## src/rtl/reg_dst_queue.sv

```systemverilog
// Write-destination selector with an in-order queue of pending destinations and a hazard probe.
// Optional REGDST_BYPASS_EN: empty-queue fall-through to the head and probe match on the incoming push.
module reg_dst_queue #(
  parameter int ADDR_W  = 5,
  parameter int DEPTH   = 4,
  parameter int CONST_A = 29,
  parameter int CONST_B = 31
) (
  input  logic                     clk,
  input  logic                     reset,
  input  logic [2:0]               regDSTmux,
  input  logic [ADDR_W-1:0]        inst20_16,
  input  logic [ADDR_W-1:0]        inst15_11,
  input  logic [ADDR_W-1:0]        inst25_21,
  input  logic                     push,
  input  logic                     pop,
  input  logic [ADDR_W-1:0]        probe_addr,
  output logic [ADDR_W-1:0]        sel_dst,
  output logic [ADDR_W-1:0]        head_dst,
  output logic                     head_valid,
  output logic [$clog2(DEPTH):0]   count,
  output logic                     full,
  output logic                     empty,
  output logic                     probe_hit,
  output logic                     sel_err,
  output logic                     ovf,
  output logic                     unf
);

  localparam int PW = $clog2(DEPTH);
  localparam int CW = PW + 1;
  localparam logic [CW-1:0]     DEPTH_C = CW'(DEPTH);
  localparam logic [ADDR_W-1:0] CONST_A_C = ADDR_W'(CONST_A);
  localparam logic [ADDR_W-1:0] CONST_B_C = ADDR_W'(CONST_B);

  logic [ADDR_W-1:0] mem_reg [DEPTH];
  logic [DEPTH-1:0]  valid_reg, valid_next;
  logic [PW-1:0]     rd_ptr_reg, rd_ptr_next, wr_ptr_reg, wr_ptr_next;
  logic [CW-1:0]     count_reg, count_next;
  logic [ADDR_W-1:0] head_dst_reg, head_dst_next;
  logic              head_valid_reg, head_valid_next;
  logic              full_reg, empty_reg, sel_err_reg, ovf_reg, unf_reg;
  logic [ADDR_W-1:0] sel_dst_c;
  logic              sel_legal, push_ok, pop_ok;
  logic [DEPTH-1:0]  match;
  logic              byp_hit;

  always_comb begin
    sel_dst_c = '0;
    sel_legal = 1'b1;
    case (regDSTmux)
      3'b000:  sel_dst_c = inst20_16;
      3'b001:  sel_dst_c = inst15_11;
      3'b010:  sel_dst_c = CONST_A_C;
      3'b011:  sel_dst_c = CONST_B_C;
      3'b100:  sel_dst_c = inst25_21;
      default: begin
        sel_dst_c = '0;
        sel_legal = 1'b0;
      end
    endcase
  end

  assign sel_dst = sel_dst_c;
  // A concurrent pop frees a slot, so a full queue still accepts the push.
  assign push_ok = push && sel_legal && ((count_reg != DEPTH_C) || pop);
  assign pop_ok  = pop && (count_reg != '0);

  always_comb begin
    rd_ptr_next = pop_ok  ? rd_ptr_reg + PW'(1) : rd_ptr_reg;
    wr_ptr_next = push_ok ? wr_ptr_reg + PW'(1) : wr_ptr_reg;
    count_next  = count_reg + CW'(push_ok) - CW'(pop_ok);
    valid_next  = valid_reg;
    if (pop_ok)
      valid_next[rd_ptr_reg] = 1'b0;
    if (push_ok)
      valid_next[wr_ptr_reg] = 1'b1;
    head_valid_next = (count_next != '0);
    // The entry being written this cycle may itself become the new head.
    if (!head_valid_next)
      head_dst_next = '0;
    else if (push_ok && (wr_ptr_reg == rd_ptr_next))
      head_dst_next = sel_dst_c;
    else
      head_dst_next = mem_reg[rd_ptr_next];
  end

  always_ff @(posedge clk) begin
    if (!reset && push_ok)
      mem_reg[wr_ptr_reg] <= sel_dst_c;
  end

  always_ff @(posedge clk) begin
    if (reset) begin
      rd_ptr_reg     <= '0;
      wr_ptr_reg     <= '0;
      count_reg      <= '0;
      valid_reg      <= '0;
      head_dst_reg   <= '0;
      head_valid_reg <= 1'b0;
      full_reg       <= 1'b0;
      empty_reg      <= 1'b1;
      sel_err_reg    <= 1'b0;
      ovf_reg        <= 1'b0;
      unf_reg        <= 1'b0;
    end else begin
      rd_ptr_reg     <= rd_ptr_next;
      wr_ptr_reg     <= wr_ptr_next;
      count_reg      <= count_next;
      valid_reg      <= valid_next;
      head_dst_reg   <= head_dst_next;
      head_valid_reg <= head_valid_next;
      full_reg       <= (count_next == DEPTH_C);
      empty_reg      <= (count_next == '0);
      sel_err_reg    <= push && !sel_legal;
      if (push && sel_legal && !push_ok)
        ovf_reg <= 1'b1;
      if (pop && !pop_ok)
        unf_reg <= 1'b1;
    end
  end

  genvar gi;
  generate
    for (gi = 0; gi < DEPTH; gi++) begin : g_match
      assign match[gi] = valid_reg[gi] && (mem_reg[gi] == probe_addr);
    end
  endgenerate

`ifdef REGDST_BYPASS_EN
  assign head_dst   = (empty_reg && push_ok) ? sel_dst_c : head_dst_reg;
  assign head_valid = head_valid_reg || (empty_reg && push_ok);
  assign byp_hit    = push && sel_legal && (sel_dst_c == probe_addr);
`else
  assign head_dst   = head_dst_reg;
  assign head_valid = head_valid_reg;
  assign byp_hit    = 1'b0;
`endif

  // Register 0 is hardwired, so it can never be a hazard.
  assign probe_hit = (probe_addr != '0) && ((|match) || byp_hit);

  assign count   = count_reg;
  assign full    = full_reg;
  assign empty   = empty_reg;
  assign sel_err = sel_err_reg;
  assign ovf     = ovf_reg;
  assign unf     = unf_reg;

endmodule

```

## config.mk

```make
export PLATFORM = sky130hd
export DESIGN_NAME = reg_dst_queue
export DESIGN_NICKNAME = d
export VERILOG_FILES = /design/src/rtl/reg_dst_queue.sv
export SDC_FILE = /design/constraint.sdc
export NUM_CORES = 1
export LEC_CHECK = 0
export ABC_AREA = 1
export CAP_MARGIN = 0
export CORE_UTILIZATION = 55
export CTS_CLUSTER_DIAMETER = 40
export CTS_CLUSTER_SIZE = 8
export DETAILED_ROUTE_END_ITERATION = 12
export DONT_BUFFER_PORTS = 1
export PLACE_DENSITY_LB_ADDON = 0.1
export SETUP_SLACK_MARGIN = 0.3
export SLEW_MARGIN = 20
export SYNTH_ARGS = -nofsm -noshare
export SYNTH_HDL_FRONTEND = slang
export SYNTH_SLANG_ARGS = --single-unit
```

## constraint.sdc

```tcl
create_clock -name clk -period 3 [get_ports clk]
set_input_delay 0.6 -clock clk [delete_from_list [all_inputs] [get_ports clk]]
set_output_delay 0.6 -clock clk [all_outputs]
set_load 0.005 [all_outputs]
```

==> summary.md, run 1 <==
| Metric | Value |
|---|---|
| Status | `completed` |
| Core Rows | `23` |
| Die area | `4660 um^2` |
| Worst setup SP type | `input pin` |
| Max-cap violations | `0` |
| Switching power | `756 uW` |
| Syn Std Cell Area | `2410 um^2` |
| Port Buffer Count | `0` |
| Clock power share | `18.6%` |
| Worst-Margin Slew | `0.637 ns` |
| First-pass GRT wire length | `7.85 mm` |
| Nets | `341` |
| Final period utilization | `82.3%` |
| Setup violators final | `0` |
| Hold buffer count at cts | `0` |
| Req. time, crit path | `3.19 ns` |
| Setup TNS | `0 ns` |
| Crit path capture type | `register` |
| Gr usage total | `24.0%` |
| Count leader, synth | `nand2_1` |
| Detailed-route via count | `1862` |
| Sequential Power Share | `40.9%` |
| Arr. time, crit path | `2.65 ns` |
| Boundary Pins | `47` |
| Cell taking the most area after synthesis | `edfxtp_1` |
| Post-synthesis sequential area ratio | `43.1%` |
| H-tree Lvls | `2` |
| Met2 WL | `2.18 mm` |
| Clk_lat worst skew | `0.29 ns` |
| Crit path time final | `2.47 ns` |
| Root Buffer | `clkbuf_8` |
| Asr flop ratio synth | `0%` |
| Post-synth top area share | `24.9%` |
| Worst Hold Slack | `0.363 ns` |
| Share of cells above drive strength 1 | `13.8%` |
| Mapped Cells | `298` |
| DR WL/cell | `13.8 um` |
| Pint | `1.10 mW` |
| Core Util, Final | `61.8%` |
| Antenna-violating nets left | `0` |
| Ant diodes | `0` |
| Starting Density | `58.7%` |
| CTS Buf Count | `5` |
| VDD IR max | `0.525 mV` |
| Drt first pass iters | `4` |
| Hold WC Path Type | `input pin to register` |
| Crit-path slowest cell | `fa_1` |
| Pwr/cell area | `732 nW/um^2` |
| Setup Crit Path Kind | `input pin to register` |
| Placed insts | `346` |
| Clk sinks | `42` |
| Final max-slew violation count | `0` |
| DRC | `0` |
| CP Cell Sequence | `inv_1 -> nor2_1 -> nor2_2 -> nand2_1 -> ha_1 -> inv_1 -> ha_1 -> inv_1 -> fa_1 -> nand2_1 -> o21ai_2 -> inv_2 -> nand2_1 -> nor2_2` |
| Max FFs per register | `20` |
| RSZ-0062 raised after global routing | `false` |
| Avg Cell Area, Syn | `8.10 um^2` |
| Final Hold Fails | `0` |
| DP Wirelength | `3.83 mm` |
| Leak Pwr | `1.17 nW` |
| Mapped Nets | `336` |
| CP max stage delay | `0.50 ns` |
| Sw Ratio | `40.6%` |
| Fmax achieved | `0.405 GHz` |
| Antenna violations before repair | `0` |
| Die Span X | `68.3 um` |
| Clock skew | `0.00808 ns` |
| Ranking of synthesized cells by area | `edfxtp_1 25%, dfxtp_1 18%, nand2_1 8.5%` |
| TritonCTS clock tree | `built` |
| DR WL met3 | `353 um` |
| Dominant synthesized flop cell | `dfxtp_1` |
| Iter 0 DRT Violations | `119` |
| Post-CTS Setup Inserts | `0` |
| Total wire length | `4.88 mm` |
| Largest net degree at the start of global routing | `13` |
| Netlist cell types | `36` |
| Synthesis-to-layout area growth | `5.23%` |
| Clock Tree Buf Depth | `2` |
| Post-cts resize count | `0` |
| Fillcell total | `376` |
| Vias in the first global route | `1695` |
| M1 wire length | `2.28 mm` |
| EDFF count, synth | `20` |
| Synth warn | `0` |
| CP max FO | `7` |
| Total grt overflow | `0` |
| Synth Register Bits | `42` |
| RePlAce Congestion | `0.876` |
| Post-synth top cells | `55 x nand2_1, 51 x inv_1, 30 x nor2_1` |
| Die Y | `68.3 um` |
| Worst slew margin | `57.4%` |
| Register clock-pin slew on the reported worst setup and hold paths | `0.08 ns` |
| Total core area | `4120 um^2` |
| Post-route insts no fill | `354` |
| Max Used Layer | `met4` |
| Drt via density | `5.26` |
| Combinational Power Share | `40.5%` |
## through the flow
stage          power [mW]  instance area [um^2]  worst slack (ns)
3_5_place_dp         1.53                  2460             0.116
5_1_grt              2.00                  2540             0.345
6_report             1.86                  2540             0.532
4_1_cts              1.88                  2540             0.425
2_1_floorplan        1.39                  2410             0.308
3_3_place_gp         1.52                  2460             0.157
## path summary, 6_finish.rpt
path / start / endpoint / slack (ns) / cells after the start
setup reg to reg: count[1] / head_dst[0] / 0.55 / 13
setup / recovery: regDSTmux[2] / head_dst[0] / 0.53 / 14
hold reg to reg: valid_reg[1] / valid_reg[1] / 0.50 / 1
hold / removal: reset / count[1] / 0.36 / 1
## kinds of logic after synthesis
group / count (synthesis) / share of synthesized area, %
AOI/OAI and AO/OA: 39 / 10.1
xor gates and xnor gates: 4 / 1.45
adders and majority gates: 11 / 6.01
buffers and inverters: 58 / 9.69
DFF: 42 / 43.1
and+or+nand+nor: 144 / 29.7
## worst max-delay path: cells and delay by family
kind / cells / cell delay (ns)
and+or+nand+nor: 6 / 0.60
adders and majority gates: 3 / 0.93
buffers and inverters: 4 / 0.31
AOI/OAI and AO/OA: 1 / 0.21
## power groups by stage
stage	Clock (mW)	Sequential, mW	Combinational, mW
after floorplan	0	0.755	0.632
after global placement	0	0.774	0.742
after detailed placement	0	0.774	0.753
after CTS	0.356	0.762	0.757
after global routing	0.376	0.772	0.849
final	0.347	0.760	0.753
## per-layer routing
| layer | up-vias | track usage, % |
|---|---|---|
| met1 | 819 | 31.8 |
| met4 | 0 | 9.90 |
| met5 | - | 0 |
| li1 | 969 | - |
| met3 | 6 | 6.50 |
| met2 | 68 | 36.8 |
## layout by cell type (no fill, tap or decap), types with 2 or more instances in the layout
cell,n
nand3_1,23
clkbuf_1,3
ha_1,10
xnor2_1,2
edfxtp_1,20
nor3_1,8
clkbuf_8,5
o21ai_1,6
o21ai_0,6
xor2_1,2
dfxtp_1,22
nand2_2,7
nand4_1,2
o22ai_1,9
inv_2,3
a21oi_1,10
a31o_2,4
inv_1,51
nor2_1,30
nor2_2,9
nand2_4,4
nand2_1,55
## layout make-up
class,count,area (um^2),share of cell area [%]
clock buffers,8,80.1,3.15
inverters,56,218,8.57
multi-input cells,198,1140,44.9
flip-flops and latches,42,1040,41.0
well taps,50,62.6,2.46
(Power assumes the default switching activity.)
==> run 2: changes to the inputs <==
==> constraint.sdc (replaced) <==
create_clock -name clk -period 2.2 [get_ports clk]
set_input_delay 0.44 -clock clk [delete_from_list [all_inputs] [get_ports clk]]
set_output_delay 0.44 -clock clk [all_outputs]
set_load 0.005 [all_outputs]
==> run 2 against run 1 <==
Compared with the run above:
- the flow now finishes with violations (negative setup slack)
- highest routed layer unchanged
- via count grew 4.7%
- non-clock buffer count grew 19
- die area is the same
- setup slack lost 0.55 ns
- critical path type is now register to register
- largest cell class unchanged
==> summary.md, run 2 (synthesized netlist as in run 1, its figures left out) <==
| Metric | Value |
|---|---|
| Status | `complete, but fails checks` |
| Violated checks | `negative setup slack` |
| Antenna-violating nets left | `0` |
| Reg2reg setup slack | `-0.02 ns` |
| Vias in the first global route | `1896` |
| H-tree Lvls | `2` |
| Setup violators final | `4` |
| Setup WS post-layout | `-0.0203 ns` |
| Hold WC Path Type | `input pin to register` |
| Final Hold Fails | `0` |
| Leak Pwr | `1.27 nW` |
| Largest net degree at the start of global routing | `13` |
| Final max-slew violation count | `0` |
| First-pass GRT wire length | `8.38 mm` |
| Gr usage total | `25.4%` |
| RSZ-0062 raised after global routing | `true` |
| RePlAce Congestion | `0.898` |
| Antenna violations before repair | `0` |
| Post-Place Worst Slack | `-0.181 ns` |
| CTS Buf Count | `5` |
| Clk_lat worst skew | `0.30 ns` |
| Req. time, crit path | `2.40 ns` |
| Register clock-pin slew on the reported worst setup and hold paths | `0.08 ns` |
| CP delay by family, top | `adder cells` |
| CP Cell Sequence | `nor2_4 -> nand2_4 -> nand2_8 -> inv_4 -> ha_4 -> inv_4 -> ha_4 -> inv_2 -> fa_2 -> nand2_2 -> o21ai_2 -> clkinv_2 -> nand2_2 -> nor2_2` |
| Final period utilization | `101%` |
| CP max stage delay | `0.55 ns` |
| DP Wirelength | `4.13 mm` |
| Starting Density | `58.7%` |
| Total grt overflow | `0` |
| Worst slew margin | `73.1%` |
| Drt via density | `5.23` |
| Port Buffer Count | `0` |
| Most frequent cells in the layout | `49 x nand2_1, 47 x inv_1, 28 x nor2_1` |
| Synthesis-to-layout area growth | `15.0%` |
| TritonCTS clock tree | `built` |
| Crit path capture type | `register` |
| Total wire length | `5.24 mm` |
| Area of the multi-input gates | `1220 um^2` |
| Pwr/cell area | `1020 nW/um^2` |
| Boundary Pins | `47` |
| Drt first pass iters | `4` |
| DRC | `0` |
| Iter 0 DRT Violations | `153` |
| Root Buffer | `clkbuf_8` |
| DR WL/cell | `14.0 um` |
| Crit-path slowest cell | `fa_2` |
| Detailed-route via count | `1950` |
| Max FFs per register | `20` |
| Core Rows | `23` |
| Clock Tree Buf Depth | `2` |
| Worst setup SP type | `register` |
| Die area | `4660 um^2` |
| Fillcell total | `355` |
| Register area | `1040 um^2` |
| CP max FO | `5` |
| Share of cells above drive strength 1 | `25.1%` |
| Clock skew | `0.00605 ns` |
| Clk sinks | `42` |
| Setup Crit Path Kind | `register to register` |
| Placed insts | `364` |
| Total core area | `4120 um^2` |
| Worst-Margin Slew | `0.403 ns` |
| Worst path buffer plus inverter count | `4` |
| Commonest non-fill, non-tap cell in the layout | `nand2_1` |
| Post-route insts no fill | `373` |
| Die Y | `68.3 um` |
| Die Span X | `68.3 um` |
| Arr. time, crit path | `2.42 ns` |
| VDD IR max | `0.710 mV` |
| Nets | `360` |
| Ant diodes | `0` |
| Crit path time final | `2.22 ns` |
| Fmax achieved | `0.450 GHz` |
| Max-cap violations | `0` |
[run 2: changes by cell type in the layout (fill, tap and decap cells not counted), sizes merged]
cell | before | now
clkinv | 1 | 2
clkinvlp | 0 | 1
buf | 0 | 19
inv | 55 | 53
[run 2: repair_timing]
action                                 in CTS  in global routing
cloned                                      0                  0
hold buffers                                0                  0
endpoints found under the hold margin       0                  0
setup buffers                               1                  0
pin swaps                                   0                  1
gates resized for setup                     2                  7
setup endpoints to repair                   8                 11
[run 2: layout make-up]
cell class | count | share of cell area, %
Multi-Input combinational cell | 198 | 44.0
Sequential cell | 42 | 37.5
Inverter | 56 | 8.11
Timing Repair Buffer | 19 | 5.27
Clock buffer | 8 | 2.88
Tap cell | 50 | 2.25
[run 2: through the flow]
stage               utilization, %  area (um^2)  setup TNS (ns)  total power [mW]  hold slack, ns
finish                        67.5         2780         -0.0481              2.84           0.195
global route                  67.5         2780          -0.459              3.02           0.190
CTS                           66.9         2750          -0.134              2.80           0.189
detailed placement            64.6         2660          -0.933              2.29           0.485
global placement              64.6         2660          -0.670              2.26           0.482
floorplan                        -         2480          -0.978              1.96           0.454
[run 2: worst reg2reg max path: stages (launching register included)]
cell      delay (ns)
dfxtp_2         0.34
nor2_4          0.14
nand2_4         0.09
nand2_8         0.07
inv_4           0.04
ha_4            0.24
inv_4           0.05
ha_4            0.11
inv_2           0.03
fa_2            0.55
nand2_2         0.06
o21ai_2         0.15
clkinv_2        0.14
nand2_2         0.09
nor2_2          0.03
[run 2: metal layers]
metal	global-route usage [%]	wire length, um	share of wire (%)	vias to the layer above
met5	0	0	0	-
met4	10.2	78	1.5	0
met3	6.33	469	9.0	7
met2	41.5	2450	47	73
met1	31.7	2240	43	865
li1	-	-	-	1005
[run 2: worst paths after layout]
check / cells past startpoint / to / start
worst max-delay path: 14 / head_dst[1] / count[0]
worst min-delay path: 1 / count[0] / reset
worst max register to register: 14 / head_dst[1] / count[0]
worst min register to register: 1 / valid_reg[1] / valid_reg[1]
[run 2: report_power, final]
part           switching [mW]  internal [mW]
registers              0.0820          0.942
clock network           0.249          0.225
logic                   0.821          0.521
